**src/rtl/mult_sequencer.sv**
```systemverilog
// mult_sequencer: 64-bit MIPS mult/multu product computed with shift-add, using the shared 32-bit ALU as the only adder.
// Latency: fixed 37 cycles from the accepting edge to the done pulse, for both signed and unsigned operands.
// Backpressure: none; start is accepted only in IDLE, and a start seen while busy or done is dropped.
// Ports: clk/reset (sync, active-high); start/is_signed/op_a/op_b request; busy/done status;
//        hi/lo registered product; alu_in1/alu_in2/alu_ctl/alu_shamt drive the shared ALU, alu_out is its result.
module mult_sequencer #(
  parameter logic [3:0] ALU_ADD  = 4'd2,
  parameter logic [3:0] ALU_SUB  = 4'd6,
  parameter logic [3:0] ALU_NOR  = 4'd12,
  parameter logic [3:0] ALU_IDLE = 4'd15
) (
  input  logic        clk,
  input  logic        reset,
  input  logic        start,
  input  logic        is_signed,
  input  logic [31:0] op_a,
  input  logic [31:0] op_b,
  output logic        busy,
  output logic        done,
  output logic [31:0] hi,
  output logic [31:0] lo,
  output logic [31:0] alu_in1,
  output logic [31:0] alu_in2,
  output logic [3:0]  alu_ctl,
  output logic [4:0]  alu_shamt,
  input  logic [31:0] alu_out
);

  typedef enum logic [2:0] {
    S_IDLE, S_NEG_A, S_NEG_B, S_ITER, S_NEG_LO, S_NEG_HI, S_DONE
  } state_t;

  state_t      state_q, state_d;
  logic [31:0] mcand_q, mcand_d;
  logic [31:0] hi_q, hi_d;
  logic [31:0] lo_q, lo_d;
  logic [4:0]  count_q, count_d;
  logic        neg_res_q, neg_res_d;
  logic        lo_zero_q, lo_zero_d;
  logic        sa_q, sa_d;
  logic        sb_q, sb_d;
  logic        carry;

  always_ff @(posedge clk) begin
    if (reset) begin
      state_q   <= S_IDLE;
      mcand_q   <= '0;
      hi_q      <= '0;
      lo_q      <= '0;
      count_q   <= '0;
      neg_res_q <= 1'b0;
      lo_zero_q <= 1'b0;
      sa_q      <= 1'b0;
      sb_q      <= 1'b0;
    end else begin
      state_q   <= state_d;
      mcand_q   <= mcand_d;
      hi_q      <= hi_d;
      lo_q      <= lo_d;
      count_q   <= count_d;
      neg_res_q <= neg_res_d;
      lo_zero_q <= lo_zero_d;
      sa_q      <= sa_d;
      sb_q      <= sb_d;
    end
  end

  // The ALU result wrapped iff it is below one of its addends.
  assign carry = (alu_out < hi_q);

  always_comb begin
    state_d   = state_q;
    mcand_d   = mcand_q;
    hi_d      = hi_q;
    lo_d      = lo_q;
    count_d   = count_q;
    neg_res_d = neg_res_q;
    lo_zero_d = lo_zero_q;
    sa_d      = sa_q;
    sb_d      = sb_q;
    alu_in1   = '0;
    alu_in2   = '0;
    alu_ctl   = ALU_IDLE;
    busy      = 1'b0;
    done      = 1'b0;

    case (state_q)
      S_IDLE: begin
        if (start) begin
          mcand_d   = op_a;
          lo_d      = op_b;
          hi_d      = '0;
          neg_res_d = is_signed & (op_a[31] ^ op_b[31]);
          sa_d      = is_signed & op_a[31];
          sb_d      = is_signed & op_b[31];
          state_d   = S_NEG_A;
        end
      end
      S_NEG_A: begin
        busy    = 1'b1;
        alu_in2 = mcand_q;
        alu_ctl = ALU_SUB;
        if (sa_q) mcand_d = alu_out;
        state_d = S_NEG_B;
      end
      S_NEG_B: begin
        busy    = 1'b1;
        alu_in2 = lo_q;
        alu_ctl = ALU_SUB;
        if (sb_q) lo_d = alu_out;
        count_d = '0;
        state_d = S_ITER;
      end
      S_ITER: begin
        busy    = 1'b1;
        alu_in1 = hi_q;
        alu_in2 = lo_q[0] ? mcand_q : 32'd0;
        alu_ctl = ALU_ADD;
        // Shift the 65-bit {carry, sum, multiplier} right by one.
        hi_d    = {carry, alu_out[31:1]};
        lo_d    = {alu_out[0], lo_q[31:1]};
        count_d = count_q + 5'd1;
        if (count_q == 5'd31) state_d = S_NEG_LO;
      end
      S_NEG_LO: begin
        busy      = 1'b1;
        lo_zero_d = (lo_q == 32'd0);
        alu_in2   = lo_q;
        alu_ctl   = ALU_SUB;
        if (neg_res_q) lo_d = alu_out;
        state_d   = S_NEG_HI;
      end
      S_NEG_HI: begin
        busy = 1'b1;
        // 64-bit negate: the +1 only ripples into hi when lo was zero,
        // otherwise hi is just inverted (nor of hi with itself).
        if (lo_zero_q) begin
          alu_in2 = hi_q;
          alu_ctl = ALU_SUB;
        end else begin
          alu_in1 = hi_q;
          alu_in2 = hi_q;
          alu_ctl = ALU_NOR;
        end
        if (neg_res_q) hi_d = alu_out;
        state_d = S_DONE;
      end
      S_DONE: begin
        done    = 1'b1;
        state_d = S_IDLE;
      end
      default: state_d = S_IDLE;
    endcase
  end

  assign hi        = hi_q;
  assign lo        = lo_q;
  assign alu_shamt = 5'd0;

endmodule
```
**config.mk**
```make
export PLATFORM = sky130hd
export DESIGN_NAME = mult_sequencer
export DESIGN_NICKNAME = d
export VERILOG_FILES = /design/src/rtl/mult_sequencer.sv
export SDC_FILE = /design/constraint.sdc
export NUM_CORES = 1
export LEC_CHECK = 0
export CORE_MARGIN = 3
export CORE_UTILIZATION = 46
export CTS_CLUSTER_DIAMETER = 80
export DETAILED_ROUTE_END_ITERATION = 10
export MAX_ROUTING_LAYER = met4
export PLACE_DENSITY = 0.82
export SLEW_MARGIN = 0
export SYNTH_ARGS = -nofsm -noshare
export SYNTH_HDL_FRONTEND = slang
export SYNTH_SLANG_ARGS = --single-unit
```
**constraint.sdc**
```tcl
create_clock -name clk -period 2 [get_ports clk]
set_input_delay 0.2 -clock clk [delete_from_list [all_inputs] [get_ports clk]]
set_output_delay 0.2 -clock clk [all_outputs]
set_load 0.03 [all_outputs]
```
======== After elaboration in Yosys (flattened, before gate mapping) ========
Index checks and enable logic that the tools add are counted.
operators by class
  multiplexer cells ....................... 21
  $lt $le $gt $ge ......................... 1
  add/sub/neg operators ................... 1
  equal/unequal tests ..................... 13
  reduce and logical (&&, ||, !) cells .... 14
  bitwise operators ....................... 4
operators with widths
  kind                                                             number
  32-bit 2-to-1 mux                                                8
  32-bit one-hot mux with 4 select lines                           2
  32-bit one-hot mux with 2 select lines                           2
  32-bit one-hot mux with 3 select lines                           1
  32-bit logical NOT                                               1
  32-bit < comparator                                              1
  3-bit one-hot mux with 6 select lines                            1
  2-bit inequality test, second input constant                     6
  4-bit one-hot mux with 3 select lines                            1
  5-bit one-hot mux with 2 select lines                            1
  3-bit == test, second input constant                             3
  3-bit by 2-bit == test with 1-bit output, second input constant  2
  3-bit 2-to-1 mux                                                 2
  3-bit AND reduction                                              2
  5-bit by 1-bit adder with 5-bit output, second input constant    1
  5-bit == test, second input constant                             1
  5-bit OR reduction                                               1
  4-bit 2-to-1 mux                                                 1
  2-bit AND reduction                                              2
  4-bit AND reduction                                              1
  2-bit nonzero test                                               2
  4-bit nonzero test                                               1
  1-bit bitwise AND                                                3
  3-bit by 1-bit == test with 1-bit output, second input constant  1
  other kinds (6)                                                  7
storage, ports and cells
  input bits .............................. 100
  output and inout port bits .............. 139
  register bits ........................... 108

======== Longest topological paths before layout ========
  depth after elaboration ................. 3
  depth in mapped cells ................... 8
  gate-level depth less buffers ........... 7

======== Worst setup path after synthesis ========
Ideal clock, no wire load.
  kind .................................... register to output
  start point ............................. register state_q[2]
  end point ............................... output alu_in2[0]
  data arrival time ....................... 1.760 ns
  setup slack ............................. 0.040 ns
  cell stages (with the launch flop) ...... 7
  required time ........................... 1.800 ns
  cell sequence ........................... dfxtp_1 -> nand2b_1 -> a21oi_1 -> buf_2 -> buf_1 -> a21oi_1 -> o32ai_1
on the way
  word-level cells in the longest chain between the ends .. 3
  elaborated cells on any way between the ends .. 7
  classes of those cells .................. 5 x eq/ne; 1 x mux; 1 x reduce/logical
RTL lines
  what                                                                       line  text
  from (decl)                                                                33    state_t state_q, state_d;
  from (signal assigned)                                                     56    state_q <= state_d;
  3-bit == test or 3-bit by 2-bit == test with 1-bit output (tied branches)  87    case (state_q)
  2-bit OR reduction (no line)                                               --
  32-bit one-hot mux with 4 select lines (*)                                 87
  to (decl)                                                                  23    output logic [31:0] alu_in2,
Mark *: on every way between the ends. The rest lies on a longest branch, timed or not.

======== Worst setup path in the final report ========
  start point ............................. register state_q[0]
  end point ............................... output alu_in1[18]
on the way
  word-level cells in the longest chain between the ends .. 2
  elaborated cells on any way between the ends .. 3
  classes of those cells .................. 2 x eq/ne; 1 x mux
RTL lines
  what                                                                       line  text
  3-bit == test or 3-bit by 2-bit == test with 1-bit output (tied branches)  87
  32-bit one-hot mux with 2 select lines (*)                                 87
  to (decl)                                                                  22    output logic [31:0] alu_in1,
Marks and branches as above.

==> results.yml <==
yosys:
  yosys_warnings: 0
  ys_top_cells_by_area: "dfxtp_1 32%, nor2_1 8.1%, a22oi_1 7.1%, ha_1 6.8%, mux2i_1 5.4%"
  syn_area_um2: 6670
  synth-edff-count: 0
  synth_top_area_cell: "dfxtp_1"
  synthArstFlopShare_pct: 0
  ys_types: 48
  synthDominantCellAreaShare_pct: 32.4
  synth_seq_cells: 108
  avgSynthCellArea_um2: 8.26
  syn_inst: 808
  ys.flop_type: "dfxtp_1"
  seq_area_frac_synth_pct: 32.4
sta:
  period_needed_ns: 2.12
  finalSetupViolCount: 56
  worst_pin_slew_ns: 0.539
  hold_violations: 0
  period_share_pct: 106
  fmaxAchievable_mhz: 471
  fin_skew_ns: 0.0113
  layout_setup_ws_ns: -0.124
  relSlewSlack_pct: 63.2
  rsz0062_at_grt: "yes"
  drv_slew: 0
setup_path:
  crit_cells: 8
  max_stage_delay_ns: 0.37
  worst_r2r_path_depth: 9
  crit_family: "buffers and inverters"
  cp.buffers_inverters: 5
  required_ns: 1.80
  start_kind: "register"
  reg2reg_slack_ns: -0.01
  path_cells: "buf_6, and3b_2, buf_12, a21oi_4, buf_6, buf_12, nor2_1, buf_4"
  cp_data_arrival_time_ns: 1.92
  cpMaxStageDelayCell: "dfxtp_4"
  path_max_fanout: 8
  critPathCaptureType: "output pin"
  worst-setup-path-type: "register to output pin"
routing:
  routed_wirelength_mm: 28.6
  vias: 8201
  wl_per_cell_um: 22.1
  viasPerCell: 6.34
  drtIter0Drc: 961
  drc_errors: 0
  ant_nets: 0
  first_pass_iters: 8
global_routing:
  antenna_found_initial: 0
  grt_util_all_layers_pct: 34.9
  grt_pass1_wl_mm: 43.5
  gr-total-overflow: 0
  grt_max_degree: 45
  grt_pass1_vias: 7866
place:
  io_buffers: 233
  dp.final_hpwl_mm: 17.6
  place.gp.congestion: 0.883
  placed_area_um2: 9610
  dp_cells: 1241
clock_network:
  clkTransAtPathRegs_ns: 0.08
  cts_sinks: 108
  cts_buffers: 9
  cts_tree: "yes"
  htree_levels: 3
  clock_latency_ns: 0.37
  cts_max_path_buffers: 2
  ctsHoldBuffers: 0
  root_buffer: "clkbuf_16"
hold_path:
  min_path_type: "input port to register"
  min_delay_path_depth: 2
run:
  cap_violations: 0
die:
  dieArea_um2: 16000
  row_count: 43
  die_h_um: 126
  initial_core_util_pct: 47.5
  fp.dieW_um: 126
  coreArea_um2: 14000
  io_pins: 239
layout:
  layout_common_cells: "162 x clkdlybuf4s50_1, 115 x nor2_1, 103 x buf_4"
  final_cells: 1294
  diodes: 0
  syn_to_final_growth_pct: 65.8
  layout.nets: 1245
  final_common_cell: "clkdlybuf4s50_1"
  final_area_um2: 11100
  layout-drive-gt1-share_pct: 28.7
status:
  status: "complete, but fails checks"
  violations: "negative setup slack"
pwr:
  p_leak_nw: 4.38
  pwr_density_cell_nw_per_um2: 845
  vdd_drop_max_v: 0.000479
path summary, 6_finish.rpt:
| kind | start | end |
|---|---|---|
| worst max-delay path | state_q[0] | alu_in1[18] |
| worst min-delay path | reset | count_q[3] |
| worst max register to register | state_q[0] | lo[5] |
| worst min register to register | sa_q | sa_q |
sequential cells by signal, indices dropped and copies added, names as in the netlist:
register,flops
sb_q,1
lo,32
hi,32
lo_zero_q,1
state_q,3
sa_q,1
neg_res_q,1
count_q,5
mcand_q,32
metal layers:
| metal | vias to the layer above | global-route usage (%) | wire length, um |
|---|---|---|---|
| li1 | 3587 | - | - |
| met1 | 3909 | 43.4 | 10800 |
| met2 | 592 | 56.0 | 13700 |
| met3 | 113 | 7.75 | 3150 |
| met4 | 0 | 12.4 | 1030 |
| met5 | - | - | 0 |
area by class of cell:
type	count	area [um2]
Tap cell	180	225
Inverter	69	268
Timing Repair Buffer	360	3690
Clock inverter	5	106
Multi-Input combinational cell	561	4320
Clock buffer	11	253
Sequential cell	108	2190
Fill cell	854	2980
stage by stage:
| stage | power, mW | hold slack [ns] | utilization (%) | worst slack, ns | TNS, ns |
|---|---|---|---|---|---|
| floorplan | 4.95 | 0.352 | - | 0.0396 | 0 |
| global placement | 6.48 | 0.447 | 68.5 | -0.215 | -2.44 |
| detailed placement | 6.57 | 0.457 | 68.5 | -0.206 | -4.94 |
| CTS | 9.08 | 0.294 | 77.0 | -0.0932 | -2.71 |
| global route | 9.72 | 0.317 | 78.8 | -0.153 | -6.28 |
| finish | 9.35 | 0.302 | 78.8 | -0.124 | -2.99 |
report_power, final:
group	total, mW	leakage, nW	switching, mW	internal (mW)
Sequential	2.83	0.897	0.349	2.48
Clock	2.18	0.178	0.883	1.30
Combinational	4.34	3.31	2.46	1.88
worst reg2reg max path: cells and delay by family, from the launching register on:
family                 cells  cell delay, ns
AO/OA/AOI/OAI              3            0.64
buffers and inverters      6            0.90
flip-flops                 1            0.37
cells in the mapped netlist (5+ instances only):
cell,instances
inv_1,68
nor4_1,9
buf_4,13
mux2i_1,36
a21oi_1,25
a211oi_1,37
nand2b_1,6
dfxtp_1,108
a22oi_1,63
buf_2,24
nand3_1,9
a311oi_1,32
a211oi_2,28
clkbuf_1,31
nor2_1,144
nand2_1,48
o211ai_1,5
o21ai_0,11
ha_1,36
a222oi_1,31
cells by family after synthesis:
logic type | after synthesis | synth area share [%]
AOI/OAI and AO/OA | 243 | 30.1
muxes | 36 | 5.40
other | 1 | 0.0562
DFF | 108 | 32.4
adders and majority gates | 36 | 6.75
xor gates and xnor gates | 1 | 0.131
buffers and inverters | 144 | 9.62
and+or+nand+nor | 239 | 15.5
timing repair:
item / in CTS / in global routing
buffers inserted: 24 / 11
endpoints found under the setup margin: 68 / 101
resized for setup: 124 / 66
pin swaps: 14 / 29
gates cloned: 7 / 0
(Power assumes the default switching activity.)
